===== src/rtl/out_fifo.sv =====
// out_fifo: OUT-endpoint receive buffer. It holds each packet tentatively, then commits it
//   on a clean end of packet or rolls it back on an error or overflow.
// Latency: a committed byte appears at app_out_valid_o right after the commit edge. It can
//   be popped on the next edge.
// Backpressure: the application stalls with app_out_ready_i. The USB side is NAKed when a
//   maximum-size packet would not fit.
// Ports: clk_i/rstn_i are the clock and async active-low reset. clk_gate_i qualifies the
//   out_* strobes. out_req_i, out_data_i, out_valid_i, out_ready_i and out_err_i come from
//   the USB device core. out_nak_o is the NAK response. app_out_* is the valid/ready byte
//   stream to the application.
// Optional: `define OUT_FIFO_LEVEL_EN adds app_out_level_o, the committed byte count.
module out_fifo #(
  parameter int OUT_MAXPACKETSIZE = 8,
  parameter int BUFFER_DEPTH      = 16
) (
  input  logic       clk_i,
  input  logic       rstn_i,
  input  logic       clk_gate_i,
  input  logic       out_req_i,
  input  logic [7:0] out_data_i,
  input  logic       out_valid_i,
  input  logic       out_ready_i,
  input  logic       out_err_i,
  output logic       out_nak_o,
  output logic [7:0] app_out_data_o,
  output logic       app_out_valid_o,
`ifdef OUT_FIFO_LEVEL_EN
  output logic [$clog2(BUFFER_DEPTH):0] app_out_level_o,
`endif
  input  logic       app_out_ready_i
);

  localparam int AW = $clog2(BUFFER_DEPTH);
  localparam int PW = AW + 1;

  typedef enum logic [1:0] {ST_IDLE, ST_RECV, ST_NAK} state_t;

  state_t        state;
  logic [PW-1:0] rd_ptr;
  logic [PW-1:0] wr_ptr;      // end of committed data
  logic [PW-1:0] wr_ptr_tmp;  // end of the packet being received
  logic          overflow;
  logic [7:0]    mem [BUFFER_DEPTH];

  logic [PW-1:0] pkt_len;
  logic [PW-1:0] committed;
  logic [PW:0]   free_space;
  logic          free_ok;
  logic          recv_evt;
  logic          room;
  logic          wr_en;
  logic          drop;
  logic [PW-1:0] tmp_after;
  logic          ovf_after;
  logic          commit;
  logic          pop;
  logic [PW-1:0] wr_ptr_n;
  logic [PW-1:0] rd_ptr_n;

  assign pkt_len   = wr_ptr_tmp - wr_ptr;
  assign committed = wr_ptr - rd_ptr;

  // A NAK decision is made only in IDLE or NAK, or in RECV right after an abort rollback.
  // In each of those cases wr_ptr_tmp equals wr_ptr, so the free space is measured against
  // the committed data. The rd_ptr used is the pre-edge value, so a same-cycle pop does not
  // count towards the free space.
  assign free_space = (PW+1)'(BUFFER_DEPTH) - {1'b0, committed};
  assign free_ok    = free_space >= (PW+1)'(OUT_MAXPACKETSIZE);

  // A new out_req_i in RECV aborts the current packet and masks the data/end strobes.
  assign recv_evt  = clk_gate_i && (state == ST_RECV) && !out_req_i;
  assign room      = pkt_len < PW'(OUT_MAXPACKETSIZE);
  assign wr_en     = recv_evt && out_valid_i && room;
  assign drop      = recv_evt && out_valid_i && !room;
  assign tmp_after = wr_ptr_tmp + {{AW{1'b0}}, wr_en};
  assign ovf_after = overflow | drop;
  assign commit    = recv_evt && out_ready_i && !out_err_i && !ovf_after;

  assign app_out_valid_o = (rd_ptr != wr_ptr);
  assign app_out_data_o  = app_out_valid_o ? mem[rd_ptr[AW-1:0]] : 8'h00;
  assign pop             = app_out_valid_o && app_out_ready_i;

  assign wr_ptr_n = commit ? tmp_after : wr_ptr;
  assign rd_ptr_n = rd_ptr + {{AW{1'b0}}, pop};

  always_ff @(posedge clk_i) begin
    if (wr_en) mem[wr_ptr_tmp[AW-1:0]] <= out_data_i;
  end

  always_ff @(posedge clk_i or negedge rstn_i) begin
    if (!rstn_i) begin
      state      <= ST_IDLE;
      rd_ptr     <= '0;
      wr_ptr     <= '0;
      wr_ptr_tmp <= '0;
      overflow   <= 1'b0;
      out_nak_o  <= 1'b0;
    end else begin
      rd_ptr <= rd_ptr_n;
      wr_ptr <= wr_ptr_n;
      if (clk_gate_i) begin
        case (state)
          ST_IDLE: begin
            if (out_req_i) begin
              state     <= free_ok ? ST_RECV : ST_NAK;
              out_nak_o <= !free_ok;
            end
          end
          ST_RECV: begin
            if (out_req_i) begin
              // Aborted packet: discard it and evaluate the new request.
              wr_ptr_tmp <= wr_ptr;
              overflow   <= 1'b0;
              state      <= free_ok ? ST_RECV : ST_NAK;
              out_nak_o  <= !free_ok;
            end else if (out_ready_i) begin
              wr_ptr_tmp <= commit ? tmp_after : wr_ptr;
              overflow   <= 1'b0;
              state      <= ST_IDLE;
            end else begin
              wr_ptr_tmp <= tmp_after;
              overflow   <= ovf_after;
            end
          end
          ST_NAK: begin
            if (out_req_i) begin
              state     <= free_ok ? ST_RECV : ST_NAK;
              out_nak_o <= !free_ok;
            end else if (out_ready_i) begin
              state     <= ST_IDLE;
              out_nak_o <= 1'b0;
            end
          end
          default: state <= ST_IDLE;
        endcase
      end
    end
  end

`ifdef OUT_FIFO_LEVEL_EN
  always_ff @(posedge clk_i or negedge rstn_i) begin
    if (!rstn_i) app_out_level_o <= '0;
    else         app_out_level_o <= wr_ptr_n - rd_ptr_n;
  end
`endif

endmodule


===== config.mk =====
export PLATFORM = sky130hd
export DESIGN_NAME = out_fifo
export DESIGN_NICKNAME = d
export VERILOG_FILES = /design/src/rtl/out_fifo.sv
export SDC_FILE = /design/constraint.sdc
export NUM_CORES = 1
export LEC_CHECK = 0
export BUFFER_PORTS_ARGS = -buffer_cell sky130_fd_sc_hd__buf_2
export CAP_MARGIN = 20
export CELL_PAD_IN_SITES_DETAIL_PLACEMENT = 1
export CELL_PAD_IN_SITES_GLOBAL_PLACEMENT = 1
export CORE_MARGIN = 8
export CORE_UTILIZATION = 35
export DETAILED_ROUTE_END_ITERATION = 8
export MAX_ROUTING_LAYER = met4
export PLACE_DENSITY_LB_ADDON = 0.1
export SETUP_SLACK_MARGIN = 0.02
export SLEW_MARGIN = 15
export SYNTH_ARGS = -nofsm -noshare
export SYNTH_HDL_FRONTEND = slang
export SYNTH_SLANG_ARGS = --single-unit

===== constraint.sdc =====
create_clock -name clk_i -period 6.2 [get_ports clk_i]
set_input_delay 0.62 -clock clk_i [delete_from_list [all_inputs] [get_ports clk_i]]
set_output_delay 0.62 -clock clk_i [all_outputs]
set_load 0.02 [all_outputs]

* Word level (Yosys, flattened, before mapping)
Memory sizes are Yosys's and may differ from the RTL's.
Cells that the tools add are included.
** Word-level totals
- Flip-flop bits (word level) :: 19
- Word-level logic and storage cells :: 60
- Memories :: 1
- RAM bits :: 128
** Operators by class
- Add/subtract/negate cells :: 5
- Reduce and logical (&&, ||, !) cells :: 21
- Equality and inequality tests :: 7
- Magnitude comparators :: 2
- Bitwise logic cells :: 1
- Multiplexer cells :: 17
** Memory list
- mem :: depth 16, width 8, rd ports 1, clocked after memory_dff 0, write ports 1, RTL line 43 : logic [7:0] mem [BUFFER_DEPTH];
** Operator list (number)
- two-way mux 5 bit :: 3
- adder 5 x 1 -> 5 bit :: 2
- subtractor 5 bit :: 2
- logical AND 1 bit :: 9
- two-way mux 2 bit :: 4
- two-way mux 8 bit :: 1
- two-way mux 1 bit :: 7
- >= comparator 6 x 4 -> 1 bit (second input constant) :: 1
- subtractor 5 x 5 -> 6 bit (first input constant) :: 1
- zero test 1 bit :: 5
- < comparator 5 x 4 -> 1 bit (second input constant) :: 1
- != test 5 bit :: 1
- case mux 2 bit (2 select lines) :: 1
- AND reduction 4 bit :: 1
- OR reduction 2 bit :: 2
- != test 3 x 1 -> 1 bit (second input constant) :: 1
- != test 3 bit (second input constant) :: 1
- AND reduction 3 bit :: 1
- equality test 2 x 1 -> 1 bit (second input constant) :: 1
- equality test 2 bit (second input constant) :: 1
- zero test 2 bit :: 1
- != test 2 x 1 -> 1 bit (second input constant) :: 1
- != test 2 bit (second input constant) :: 1
- case mux 1 bit (2 select lines) :: 1
- other kinds (3) :: 3

* Logic depth before layout (Yosys ltp)
- Depth in word-level cells :: 11
- Depth in mapped cells :: 14
- Mapped depth without buffers :: 13

* Worst setup path after synthesis
OpenSTA, ideal clock, no wires.
- Kind :: reg-to-reg
- Start point :: reg wr_ptr[2]
- End point :: mem mem[4][0], enable pin
- Stages on the path, launching flop included :: 9
- Arrival time :: 2.445 ns
- Slack :: 3.385 ns
- Setup time :: 0.370 ns
- Required time :: 5.830 ns
- Cells stage by stage :: dfrtp_1 inv_1 ha_1 a21o_1 a311o_1 o22ai_2 and2b_2 or3b_1 nor2_1
** On the way
- Longest elaborated chain between the ends :: 5
** RTL lines
- start: declaration :: RTL line 40 : logic [PW-1:0] wr_ptr;
- start signal: assignment :: RTL line 100 : wr_ptr <= wr_ptr_n;
- subtractor 5 bit :: RTL line 60 : assign pkt_len = wr_ptr_tmp - wr_ptr;
- < comparator 5 x 4 -> 1 bit :: RTL line 72 : assign room = pkt_len < PW'(OUT_MAXPACKETSIZE);
- logical AND 1 bit :: RTL line 73 : assign wr_en = recv_evt && out_valid_i && room;
- two-way mux 1 bit :: RTL line 87 : if (wr_en) mem[wr_ptr_tmp[AW-1:0]] <= out_data_i;
- two-way mux 1 bit (implied by the code) :: RTL line 87
- end: declaration :: RTL line 43
Every way passes these cells.

* Final worst setup path
- Start point :: reg rd_ptr[2]
- End point :: out app_out_data_o[4]
** On the way
- Longest elaborated chain between the ends :: 2
** RTL lines
- start: declaration :: RTL line 39 : logic [PW-1:0] rd_ptr;
- start signal: assignment :: RTL line 99 : rd_ptr <= rd_ptr_n;
- memory read (16 x 8 bit) or != test 5 bit (tied branches)
- two-way mux 8 bit * :: RTL line 80 : assign app_out_data_o = app_out_valid_o ? mem[rd_ptr[AW-1:0]] : 8'h00;
- end: declaration :: RTL line 25 : output logic [7:0] app_out_data_o,
Every way passes the cells marked *; elsewhere a longest branch is shown, timed or not.

==> flow_summary.toml <==
[run_status]
status = "completed"

[floorplan]
std_cell_rows = 49
die_h_microns = 151
coreArea_sq_mm = 0.0179
io_pins = 26
fp.dieW_microns = 151
dieArea_sq_mm = 0.0228
start_util_pct = 35.6

[pwr]
power_leakage_nw = 2.61
powerDensity_mw_per_mm2 = 442
ir_drop_v = 0.000271
p_total_mw = 3.27

[cts]
clk_latency_ps = 420
post_cts_buffers = 0
cts_buffers = 17
ctsHoldBuffers = 0
cts_buffer_depth = 2
path_clk_slew_ps = 60
ctsResizeCount = 0
cts_tree = "built"
htree_levels = 4
cts_sinks = 147
cts_root_buf = "clkbuf_16"

[timing]
hold_viol_final = 0
slew_violations = 0
fmax_mhz = 249
finClkSkew_ps = 6.81
post-route-min-period_ps = 4010
setup_tns_ps = 0
finalCritPeriodShare_pct = 64.6
slew-limit-headroom_pct = 30.2
worst_pin_slew_ps = 1040
rsz0062_at_grt = "no"
setup_viol = 0

[global_routing]
grt_max_degree = 27
antenna_found_initial = 0
grt_pass1_vias = 3821
grt_pass1_wl_microns = 23500
grt_overflow = 0
track_usage_pct = 14.7

[synthesis]
synth_cell_types = 48
syn_area_per_cell_sq_um = 16.4
yosys_warnings = 0
synth_ff_type = "edfxtp_1"
async_flop_share_pct = 12.9
synth_nets = 422
syn_inst = 389
synth_edf_count = 128
yosysSeqAreaShare_pct = 67.8
synth_area_sq_mm = 0.00637
synth_seq_cells = 147

[route]
drc = 0
viasPerCell = 5.24
ant_nets = 0
dr.pass1.iters = 4
dr_total_vias = 3487
wl_per_cell_microns = 22.5
drtIter0Drc = 189
drt_wl_total_microns = 15000

[worst_setup_path]
crit_path_start_kind = "flip-flop"
cp_data_arrival_time_ps = 3390
rrSetupSlack_ps = 2670
critPathKind = "reg2out"
path_max_fanout = 20
critPathRequiredTime_ps = 5580
end_kind = "output port"

[final_layout]
final_nets = 457
layout-drive-gt1-share_pct = 23.1
antenna_cells = 0
area_delta_synth_final_pct = 16.3
fillerInstances = 1780
multi_input_area_sq_mm = 0.00194
seqCellArea_sq_mm = 0.00432

[hold_path]
hp-class = "in2async"

[flow_run]
maxCapViolations = 0

[place]
port_buffers = 25
dp_hpwl_microns = 10300
gp_congestion = 0.693
-- Yosys cell counts, drive strengths merged, types with 2 or more instances --
library cell / n / share of area, %
xnor2: 8 / 1.1
or2: 2 / 0.20
nor2: 21 / 1.2
ha: 16 / 3.1
nand2: 35 / 2.1
dfrtp: 19 / 7.5
mux4: 32 / 11
and3: 8 / 0.79
buf: 6 / 0.45
a211oi: 9 / 1.1
a21oi: 5 / 0.39
and2: 2 / 0.20
inv: 12 / 0.71
a221o: 3 / 0.47
o41ai: 2 / 0.28
nor2b: 3 / 0.29
mux2i: 9 / 1.4
nand2b: 2 / 0.20
clkbuf: 9 / 0.53
a21o: 3 / 0.35
edfxtp: 128 / 60
mux2: 2 / 0.35
nor3: 8 / 0.71
nand3: 10 / 0.79
nand3b: 3 / 0.35
xor2: 4 / 0.55
o21ai: 11 / 0.86
-- layer usage --
| metal | track usage, % | wire length, microns |
|---|---|---|
| met3 | 3.65 | 508 |
| met2 | 22.1 | 7070 |
| met4 | 5.39 | 251 |
| met5 | - | 0 |
| met1 | 19.1 | 7170 |
-- final timing paths --
kind,startpoint,endpoint,depth (start not counted)
max in group asynchronous,rstn_i,rd_ptr[0],1
worst max-delay path,rd_ptr[2],app_out_data_o[4],6
min in group clk_i,out_nak_o,out_nak_o,1
worst max register to register,rd_ptr[2],rd_ptr[4],9
worst min register to register,out_nak_o,out_nak_o,1
worst min-delay path,rstn_i,overflow,1
-- cell usage in the layout, fill, tap and decap left out, types with 2 or more instances in the layout --
cell type / instances
o21ai_0: 10
and2_1: 2
o41ai_1: 2
clkbuf_16: 17
nor2_1: 21
mux2_2: 2
nand3_1: 10
nand2b_1: 2
inv_1: 11
a221o_1: 3
nand3b_1: 3
dfrtp_1: 18
a21o_1: 3
clkinv_2: 2
bufinv_16: 5
buf_2: 25
xnor2_1: 8
or2_2: 2
a21oi_1: 5
edfxtp_1: 128
nor3_1: 7
clkinv_1: 2
nand2_1: 35
clkbuf_1: 2
mux4_2: 32
and3_1: 8
inv_6: 2
mux2i_1: 9
clkinv_4: 2
a211oi_1: 9
buf_4: 5
xor2_1: 4
ha_1: 16
nor2b_1: 3
-- logic make-up (layout without fill, tap and decap cells) --
family	after synthesis	in the layout	share of synthesized area, %
buffers and inverters	28	76	1.75
muxes	43	43	13.1
AOI/OAI and AO/OA	43	43	4.78
adders and majority gates	17	17	3.46
DFF	147	147	67.8
xor gates and xnor gates	12	12	1.65
and+or+nand+nor	99	99	7.43
-- stage by stage --
stage                     std cells  hold slack [ps]  utilization, %  area (sq um)  setup slack, ps
after floorplan                 389              324               -          6370             3380
after global placement          633              472            37.7          6750             2630
after detailed placement        633              487            37.7          6750             2540
after CTS                       665              146            41.3          7390             2080
after global routing            666              170            41.4          7400             1930
final                           666              144            41.4          7400             2190
-- flip-flops by register name (all words and copies together) (netlist names) --
signal      flops
wr_ptr          5
wr_ptr_tmp      5
rd_ptr          5
mem           128
overflow        1
state           2
out_nak_o       1
-- power by group --
part	switching, mW	total [mW]	internal [mW]
Sequential	0.112	1.23	1.12
Combinational	0.504	0.929	0.425
Clock	0.398	1.11	0.715
Total	1.01	3.27	2.26
-- final cells by class --
| cell class | count | share of cell area (%) |
|---|---|---|
| tap | 229 | 3.87 |
| clock inverter | 13 | 2.79 |
| clock buffer | 19 | 5.85 |
| inverter | 13 | 0.659 |
| multi-input combinational | 214 | 26.1 |
| timing repair buffer | 31 | 2.35 |
| sequential | 147 | 58.3 |
-- worst max-delay path, cell delays in order (launching register included) --
cell and delay, ps:
dfrtp_1 990, inv_2 330, ha_1 470, nand4_1 110, nor2_1 740, a211oi_1 110, buf_2 220
(Power assumes the default switching activity.)
